==> src/rtl/sram_pkg.sv <==
// sram_pkg: shared types for the dual-port byte-enable SRAM.
// Revision: 1.0
`default_nettype none

package sram_pkg;

  typedef enum logic {
    WRITE_FIRST = 1'b0,
    READ_FIRST  = 1'b1
  } rdw_mode_e;

  typedef enum logic {
    CLEAR = 1'b0,
    DONE  = 1'b1
  } sram_init_e;

  localparam int BYTE_W = 8;

endpackage

`default_nettype wire

==> src/rtl/sram_init_ctrl.sv <==
// sram_init_ctrl: post-reset sequencer that zeroes every word, then raises ready.
// Revision: 1.0
`default_nettype none

module sram_init_ctrl
  import sram_pkg::*;
#(
  parameter int ADDR_WIDTH = 4
) (
  input  logic                  clk,
  input  logic                  rst_n,
  output logic                  clr_we,
  output logic [ADDR_WIDTH-1:0] clr_addr,
  output logic                  ready
);

  sram_init_e            state_q;
  logic [ADDR_WIDTH-1:0] ptr_q;
  logic                  ready_q;

  always_ff @(posedge clk or negedge rst_n) begin
    if (!rst_n) begin
      state_q <= CLEAR;
      ptr_q   <= '0;
      ready_q <= 1'b0;
    end else begin
      case (state_q)
        CLEAR: begin
          ptr_q <= ptr_q + ADDR_WIDTH'(1);
          // Last word is written on this edge, so ready appears after exactly DEPTH edges.
          if (ptr_q == '1) begin
            state_q <= DONE;
            ready_q <= 1'b1;
          end
        end
        DONE: begin
          ready_q <= 1'b1;
        end
        default: begin
          state_q <= CLEAR;
          ptr_q   <= '0;
          ready_q <= 1'b0;
        end
      endcase
    end
  end

  assign clr_we   = (state_q == CLEAR);
  assign clr_addr = ptr_q;
  assign ready    = ready_q;

endmodule

`default_nettype wire

==> src/rtl/sram_dp_be.sv <==
// sram_dp_be: 1W/1R synchronous SRAM with byte enables, 1/2-cycle read and RDW policy.
// Revision: 1.0
`default_nettype none

module sram_dp_be
  import sram_pkg::*;
#(
  parameter int        ADDR_WIDTH   = 4,
  parameter int        DATA_WIDTH   = 32,
  parameter int        READ_LATENCY = 1,
  parameter rdw_mode_e RDW_MODE     = WRITE_FIRST
) (
  input  logic                    clk,
  input  logic                    rst_n,
  output logic                    ready,
  input  logic                    wr_en,
  input  logic [ADDR_WIDTH-1:0]   wr_addr,
  input  logic [DATA_WIDTH/8-1:0] wr_be,
  input  logic [DATA_WIDTH-1:0]   wr_data,
  input  logic                    rd_en,
  input  logic [ADDR_WIDTH-1:0]   rd_addr,
  output logic [DATA_WIDTH-1:0]   rd_data,
  output logic                    rd_valid
);

  localparam int DEPTH = 2 ** ADDR_WIDTH;
  localparam int NB    = DATA_WIDTH / BYTE_W;

  if (DATA_WIDTH % BYTE_W != 0) begin : g_bad_data_width
    $fatal(1, "sram_dp_be: DATA_WIDTH must be a multiple of 8");
  end
  if (READ_LATENCY != 1 && READ_LATENCY != 2) begin : g_bad_latency
    $fatal(1, "sram_dp_be: READ_LATENCY must be 1 or 2");
  end

  logic                  clr_we;
  logic [ADDR_WIDTH-1:0] clr_addr;
  logic                  ready_int;

  sram_init_ctrl #(
    .ADDR_WIDTH(ADDR_WIDTH)
  ) u_init (
    .clk     (clk),
    .rst_n   (rst_n),
    .clr_we  (clr_we),
    .clr_addr(clr_addr),
    .ready   (ready_int)
  );

  assign ready = ready_int;

  logic                  wr_acc;
  logic                  rd_acc;
  logic [DATA_WIDTH-1:0] mem_q [DEPTH];
  logic [DATA_WIDTH-1:0] rd_word_d;
  logic [DATA_WIDTH-1:0] s1_data_q;
  logic                  s1_valid_q;

  assign wr_acc = ready_int & wr_en;
  assign rd_acc = ready_int & rd_en;

  // Storage has no reset; the init sequencer owns the write port until ready.
  always_ff @(posedge clk) begin
    if (clr_we) begin
      mem_q[clr_addr] <= '0;
    end else if (wr_acc) begin
      for (int i = 0; i < NB; i++) begin
        if (wr_be[i]) begin
          mem_q[wr_addr][BYTE_W*i +: BYTE_W] <= wr_data[BYTE_W*i +: BYTE_W];
        end
      end
    end
  end

  always_comb begin
    rd_word_d = mem_q[rd_addr];
    if (RDW_MODE == WRITE_FIRST && wr_acc && (wr_addr == rd_addr)) begin
      for (int i = 0; i < NB; i++) begin
        if (wr_be[i]) begin
          rd_word_d[BYTE_W*i +: BYTE_W] = wr_data[BYTE_W*i +: BYTE_W];
        end
      end
    end
  end

  always_ff @(posedge clk or negedge rst_n) begin
    if (!rst_n) begin
      s1_valid_q <= 1'b0;
      s1_data_q  <= '0;
    end else begin
      s1_valid_q <= rd_acc;
      if (rd_acc) begin
        s1_data_q <= rd_word_d;
      end
    end
  end

  if (READ_LATENCY == 2) begin : g_lat2
    logic [DATA_WIDTH-1:0] s2_data_q;
    logic                  s2_valid_q;

    always_ff @(posedge clk or negedge rst_n) begin
      if (!rst_n) begin
        s2_valid_q <= 1'b0;
        s2_data_q  <= '0;
      end else begin
        s2_valid_q <= s1_valid_q;
        if (s1_valid_q) begin
          s2_data_q <= s1_data_q;
        end
      end
    end

    assign rd_data  = s2_data_q;
    assign rd_valid = s2_valid_q;
  end else begin : g_lat1
    assign rd_data  = s1_data_q;
    assign rd_valid = s1_valid_q;
  end

endmodule

`default_nettype wire
==> config.mk <==
export PLATFORM = sky130hd
export DESIGN_NAME = sram_dp_be
export DESIGN_NICKNAME = d
export VERILOG_FILES = /design/src/rtl/sram_pkg.sv /design/src/rtl/sram_init_ctrl.sv /design/src/rtl/sram_dp_be.sv
export SDC_FILE = /design/constraint.sdc
export NUM_CORES = 1
export LEC_CHECK = 0
export BUFFER_PORTS_ARGS = -buffer_cell sky130_fd_sc_hd__buf_2
export CORE_ASPECT_RATIO = 1.2
export CORE_MARGIN = 1.5
export CORE_UTILIZATION = 25
export CTS_BUF_LIST = sky130_fd_sc_hd__clkbuf_2 sky130_fd_sc_hd__clkbuf_4 sky130_fd_sc_hd__clkbuf_8
export DETAILED_ROUTE_END_ITERATION = 6
export GPL_TIMING_DRIVEN = 0
export PLACE_DENSITY_LB_ADDON = 0.25
export SYNTH_ARGS = -nofsm -noshare
export SYNTH_HDL_FRONTEND = slang
export SYNTH_SLANG_ARGS = --single-unit
==> constraint.sdc <==
create_clock -name clk -period 2.88 [get_ports clk]
set_input_delay 0.144 -clock clk [delete_from_list [all_inputs] [get_ports clk]]
set_output_delay 0.144 -clock clk [all_outputs]
set_load 0.05 [all_outputs]
Word level (Yosys, flattened, before mapping)
Memories as Yosys holds them, arrays and structs flattened.
Index checks and enable logic that the tools add are counted.
Word-level totals
  RAM bits: 512
  output and inout bits: 34
  memories: 1
  input bits: 48
  logic and storage cells: 44
  register bits after elaboration: 39
Memory list
  mem_q: depth 16, width 32, read ports 1, clocked after memory_dff 0, wr ports 1, RTL line sram_dp_be.sv:54  | logic [DATA_WIDTH-1:0] mem_q [DEPTH];
Operators by class
  bitwise logic cells: 3
  equal/unequal tests: 3
  add/sub/neg operators: 1
  muxes and demuxes: 29
  reduce and logical (&&, ||, !) cells: 2
Operators by type and width (count)
  $mux 32: 2
  $mux 8: 4
  $reduce_or 32->1: 1
  $mux 1: 20
  $mux 4: 2
  $add 4x1->4 const B: 1
  $eq 4x4->1: 1
  $eq 4x4->1 const B: 1
  $and 1x1->1: 2
  $ne 2x1->1 const B: 1
  $pmux 1 s2: 1
  $logic_and 1x1->1: 1
  $not 1->1: 1

Depth between registers and ports, before layout
  word-level depth: 6
  gate-level depth with buffers: 8
  depth with buffers taken out: 4

Modules after synthesis
A second synthesis with hierarchy kept.
Unflattened totals
  cells, all modules: 1135
  area, all modules: 22083.7 sq um
Modules (own cells, without submodules)
  sram_dp_be: instances 1, area an instance 21849.7 sq um, cells each 1119, seq. area each 16200.5 sq um
  sram_init_ctrl: instances 1, area an instance 234.0 sq um, cells each 16, seq. area each 150.1 sq um

Least setup slack after synthesis
OpenSTA, ideal clock, no wires.
  path kind: register to register
  from: register u_init.ready_q (netlist: u_init.ready)
  to: memory mem_q[8][16] (enable)
  clock period less this slack: 2.816 ns
  stages on the path, launching flop included: 9
  library setup time: 0.383 ns
  slack: 0.064 ns
  arrival time: 2.433 ns
  data required time: 2.497 ns
  buffers on the path: 4
  cell sequence: dfrtp_1 > and2_1 > buf_2 > and3_1 > buf_6 > buf_8 > mux2i_4 > buf_6 > nor3_1
Between the ends
  longest elaborated chain between the ends: 6
  elaborated cells on any way between the ends: 16
  classes of those cells: 14 x mux; 1 x bitwise; 1 x reduce/logical
Ends and longest elaborated chain
  start, declared: RTL line sram_init_ctrl.sv:19  | logic ready_q;
  start signal, assigned: RTL line sram_init_ctrl.sv:25  | ready_q <= 1'b0;
  start signal, assigned: RTL line sram_init_ctrl.sv:33  | ready_q <= 1'b1;
  start signal, assigned: RTL line sram_init_ctrl.sv:37  | ready_q <= 1'b1;
  $and 1x1->1 *: RTL line sram_dp_be.sv:59  | assign wr_acc = ready_int & wr_en;
  $mux 1: RTL line sram_dp_be.sv:66  | end else if (wr_acc) begin
  $mux 1: RTL line sram_dp_be.sv:64  | if (clr_we) begin
  $mux 1 (not written as such): RTL line sram_dp_be.sv:69  | mem_q[wr_addr][BYTE_W*i +: BYTE_W] <= wr_data[BYTE_W*i +: BYTE_W];
  $reduce_or 32->1 (no line)
  $mux 4 (no line)
  end, declared: RTL line sram_dp_be.sv:54
Mark *: on every way between the ends. The rest lies on a longest branch, timed or not.

Worst setup path in the final report
  from: register u_init.ready_q (netlist: u_init.ready)
  to: memory mem_q[4][1] (enable)
The elaborated chain is that of the path after synthesis.

==> results.sh <==
export IMPL_status="completed"
export IMPL_register_area_mm2=0.0164
export IMPL_grt_usage_pct=15.2
export IMPL_switchingPower_mw=4.08
export IMPL_cts_root_buf="clkbuf_8"
export IMPL_drive_gt1_share_pct=38.5
export IMPL_relSlewSlack_pct=13.3
export IMPL_rows=119
export IMPL_cts_reportedPaths_clkPinSlew_ns=0.07
export IMPL_worstSkewPairLatency_ns=0.67
export IMPL_cts_tree="yes"
export IMPL_via_count=12500
export IMPL_synth_nets=1186
export IMPL_cp_slowest_cell="dfrtp_2"
export IMPL_yosys_top_cells_area="edfxtp_1 69%, mux4_2 13%, dfrtp_1 4.4%"
export IMPL_critPathKind="reg2reg"
export IMPL_synth_warnings=0
export IMPL_finalCritPeriodShare_pct=98.2
export IMPL_die_h_um=330
export IMPL_routedWlPerCell_um=26.0
export IMPL_peakVddDrop_uv=300
export IMPL_pin_count=82
export IMPL_viasPerCell=4.73
export IMPL_final_fill_count=8486
export IMPL_fin_crit_ns=2.83
export IMPL_highest_layer="met5"
export IMPL_antenna_found_initial=2
export IMPL_critPathMaxStageDelay_ns=0.49
export IMPL_wl_met3_mm=4.62
export IMPL_first_pass_iters=7
export IMPL_powerDensity_mw_per_mm2=617
export IMPL_p_sw_share_pct=23.7
export IMPL_skew_ns=0.0298
export IMPL_fin_ws_ns=0.0528
export IMPL_ant_nets=0
export IMPL_holdWs_ns=0.0543
export IMPL_ys_types=32
export IMPL_hold_viol=0
export IMPL_power_frac_clock_pct=40.5
export IMPL_cp_required_ns=3.23
export IMPL_grt_pass1_vias=13200
export IMPL_synth_cells=1137
export IMPL_synth_common_cells="512 x edfxtp_1, 128 x mux4_2, 67 x and2_1"
export IMPL_yosysMostFrequentCell="edfxtp_1"
export IMPL_ys_ff_latch=551
export IMPL_core_mm2=0.0880
export IMPL_hold_class="in2reg"
export IMPL_wl_mm=68.6
export IMPL_preCtsSetupSlack_ns=-0.819
export IMPL_ys_flop_type="edfxtp_1"
export IMPL_max_slew_worst_pin_slew_ns=1.30
export IMPL_p_leak_nw=10.1
export IMPL_async_reset_ff_share_pct=7.08
export IMPL_path_max_fanout=10
export IMPL_ys_seq_area_share_pct=73.3
export IMPL_grt_pass1_wl_mm=96.5
export IMPL_initial_core_util_pct=25.3
export IMPL_area_delta_synth_final_pct=25.1
export IMPL_clockBufferDepth=3
export IMPL_multiInputGateArea_mm2=0.00604
export IMPL_die_area_mm2=0.0910
export IMPL_arrival_ns=3.18
export IMPL_power_mw=17.2
export IMPL_cts_max_level=3
export IMPL_drt_iter0_markers=1066
export IMPL_startpoint_type="flip-flop"
export IMPL_fmax_ghz=0.354
export IMPL_drv_cap=0
export IMPL_cp_end_kind="flip-flop"
export IMPL_final_setup_tns_ns=0
export IMPL_portBuffers=80
export IMPL_power_frac_comb_pct=8.0
export IMPL_p_int_mw=13.1
export IMPL_synth_edff_count=512
export IMPL_slew_viol_final=0
export IMPL_grt_ovfl_total=0
export IMPL_cts_sinks=551
export IMPL_wirelength_met1_mm=27.8
export IMPL_cts_buffers=88
export IMPL_yosysTopAreaCell="edfxtp_1"
export IMPL_setup_viol=0
export IMPL_synth_top_area_share_pct=69.0
export IMPL_die_x_um=276
export IMPL_syn_area_mm2=0.0223
export IMPL_route_met2_wl_mm=34.2
export IMPL_grt_max_degree=40
export IMPL_dp_hpwl_mm=45.6
export IMPL_globalplace_congestion=0.774
export IMPL_rsz0062_at_grt="false"
export IMPL_route_detailed_drc=0
export IMPL_cpLargestDelayFamily="buffers and inverters"
export IMPL_nNetsFinal=1472
export IMPL_critPathBufInv=5
export IMPL_synth_area_per_cell_um2=19.6
export IMPL_pwr_share_seq_pct=51.5
export IMPL_crit_chain="and2_1 > buf_4 > and3_1 > buf_6 > buf_8 > mux2i_4 > buf_4 > nor3_2 > buf_6"
[final timing paths]
check,start,to,slack [ns],cells past startpoint
worst min register to register,u_init.clr_addr[3],u_init.clr_addr[3],0.58,1
max in group asynchronous,rst_n,u_init.ready,1.67,2
worst max-delay path,u_init.ready,mem_q[4][1],0.05,9
worst min-delay path,rd_en,rd_data[31],0.05,4
min in group asynchronous,rst_n,rd_data[19],0.32,2
worst max register to register,u_init.ready,mem_q[4][1],0.05,9
[final cells by class]
type	count	area share [%]
Antenna cell	2	0.0179
Buffer	82	1.53
Clock buffer	129	5.67
Clock inverter	32	0.911
Inverter	1	0.0135
Multi-Input combinational cell	503	21.6
Sequential cell	551	58.6
Tap cell	1149	5.15
Timing Repair Buffer	196	6.43
[kinds of logic after synthesis]
| family | synth area share [%] |
|---|---|
| compound gates | 4.82 |
| xor+xnor | 0.275 |
| fa+ha+maj | 0.0561 |
| buf+inv | 1.86 |
| flops | 73.3 |
| mux | 13.7 |
| simple gates | 5.94 |
[cell usage in the layout (no fill, tap or decap), types with 2 or more instances in the layout]
cell | netlist | routed
buf_1 | 4 | 4
buf_2 | 19 | 97
clkbuf_2 | 0 | 8
and2_1 | 67 | 52
clkbuf_4 | 0 | 31
clkbuf_1 | 49 | 41
buf_4 | 1 | 27
nor2_1 | 37 | 37
clkinv_2 | 0 | 10
mux2i_4 | 6 | 6
mux4_2 | 128 | 128
nand2_1 | 5 | 5
mux2_4 | 2 | 2
xor2_1 | 3 | 3
clkbuf_8 | 0 | 98
buf_8 | 2 | 2
buf_6 | 7 | 41
dfrtp_1 | 39 | 38
buf_12 | 0 | 25
clkinvlp_4 | 0 | 3
diode_2 | 0 | 2
nor3_4 | 0 | 43
a31o_2 | 5 | 5
and2_2 | 0 | 15
dlygate4sd3_1 | 0 | 33
xnor2_1 | 4 | 4
nor2b_1 | 10 | 10
o21ai_0 | 32 | 32
and3_1 | 33 | 33
a21boi_2 | 0 | 4
nor3_2 | 25 | 22
a22o_1 | 64 | 64
bufinv_16 | 0 | 4
clkinv_1 | 0 | 14
a41oi_1 | 32 | 32
edfxtp_1 | 512 | 512
[stage by stage]
stage	cell area, µm²	std cells	util [%]
after floorplan	22300	1137	-
after global placement	24100	2366	27.4
after detailed placement	24700	2400	28.1
after CTS	27700	2631	31.5
after global routing	27900	2644	31.7
final	27900	2645	31.7
[power by group through the flow]
stage | Combinational, mW | Sequential (mW) | Clock (mW)
final | 1.38 | 8.86 | 6.98
after floorplan | 0.593 | 9.19 | 0
after detailed placement | 1.29 | 9.03 | 0
after global routing | 1.46 | 8.86 | 7.45
after CTS | 1.38 | 8.86 | 7.15
after global placement | 1.24 | 9.03 | 0
[flip-flops by register name, indices dropped and copies added, names as in the netlist]
name,cells
mem_q,512
rd_data,32
rd_valid,1
u_init.clr_addr,4
u_init.ready,1
u_init.state_q,1
[worst min-delay path, stage by stage]
cell	delay, ns
buf_2	0.18
and3_1	0.17
a41oi_1	0.11
o21ai_0	0.07
[per-layer routing]
layer / vias up / track usage (%)
li1: 5290 / -
met1: 6648 / 19.0
met2: 466 / 25.9
met3: 112 / 3.03
met4: 2 / 5.51
met5: - / 0
[what timing repair did]
| item | 4_1_cts | 5_1_grt |
|---|---|---|
| pin swaps | 26 | 7 |
| endpoints found under the setup margin | 955 | 351 |
| hold endpoints to repair | 98 | 0 |
| setup buffers | 37 | 12 |
| hold buffers | 33 | 0 |
| resized for setup | 65 | 11 |
(Power assumes the default switching activity.)
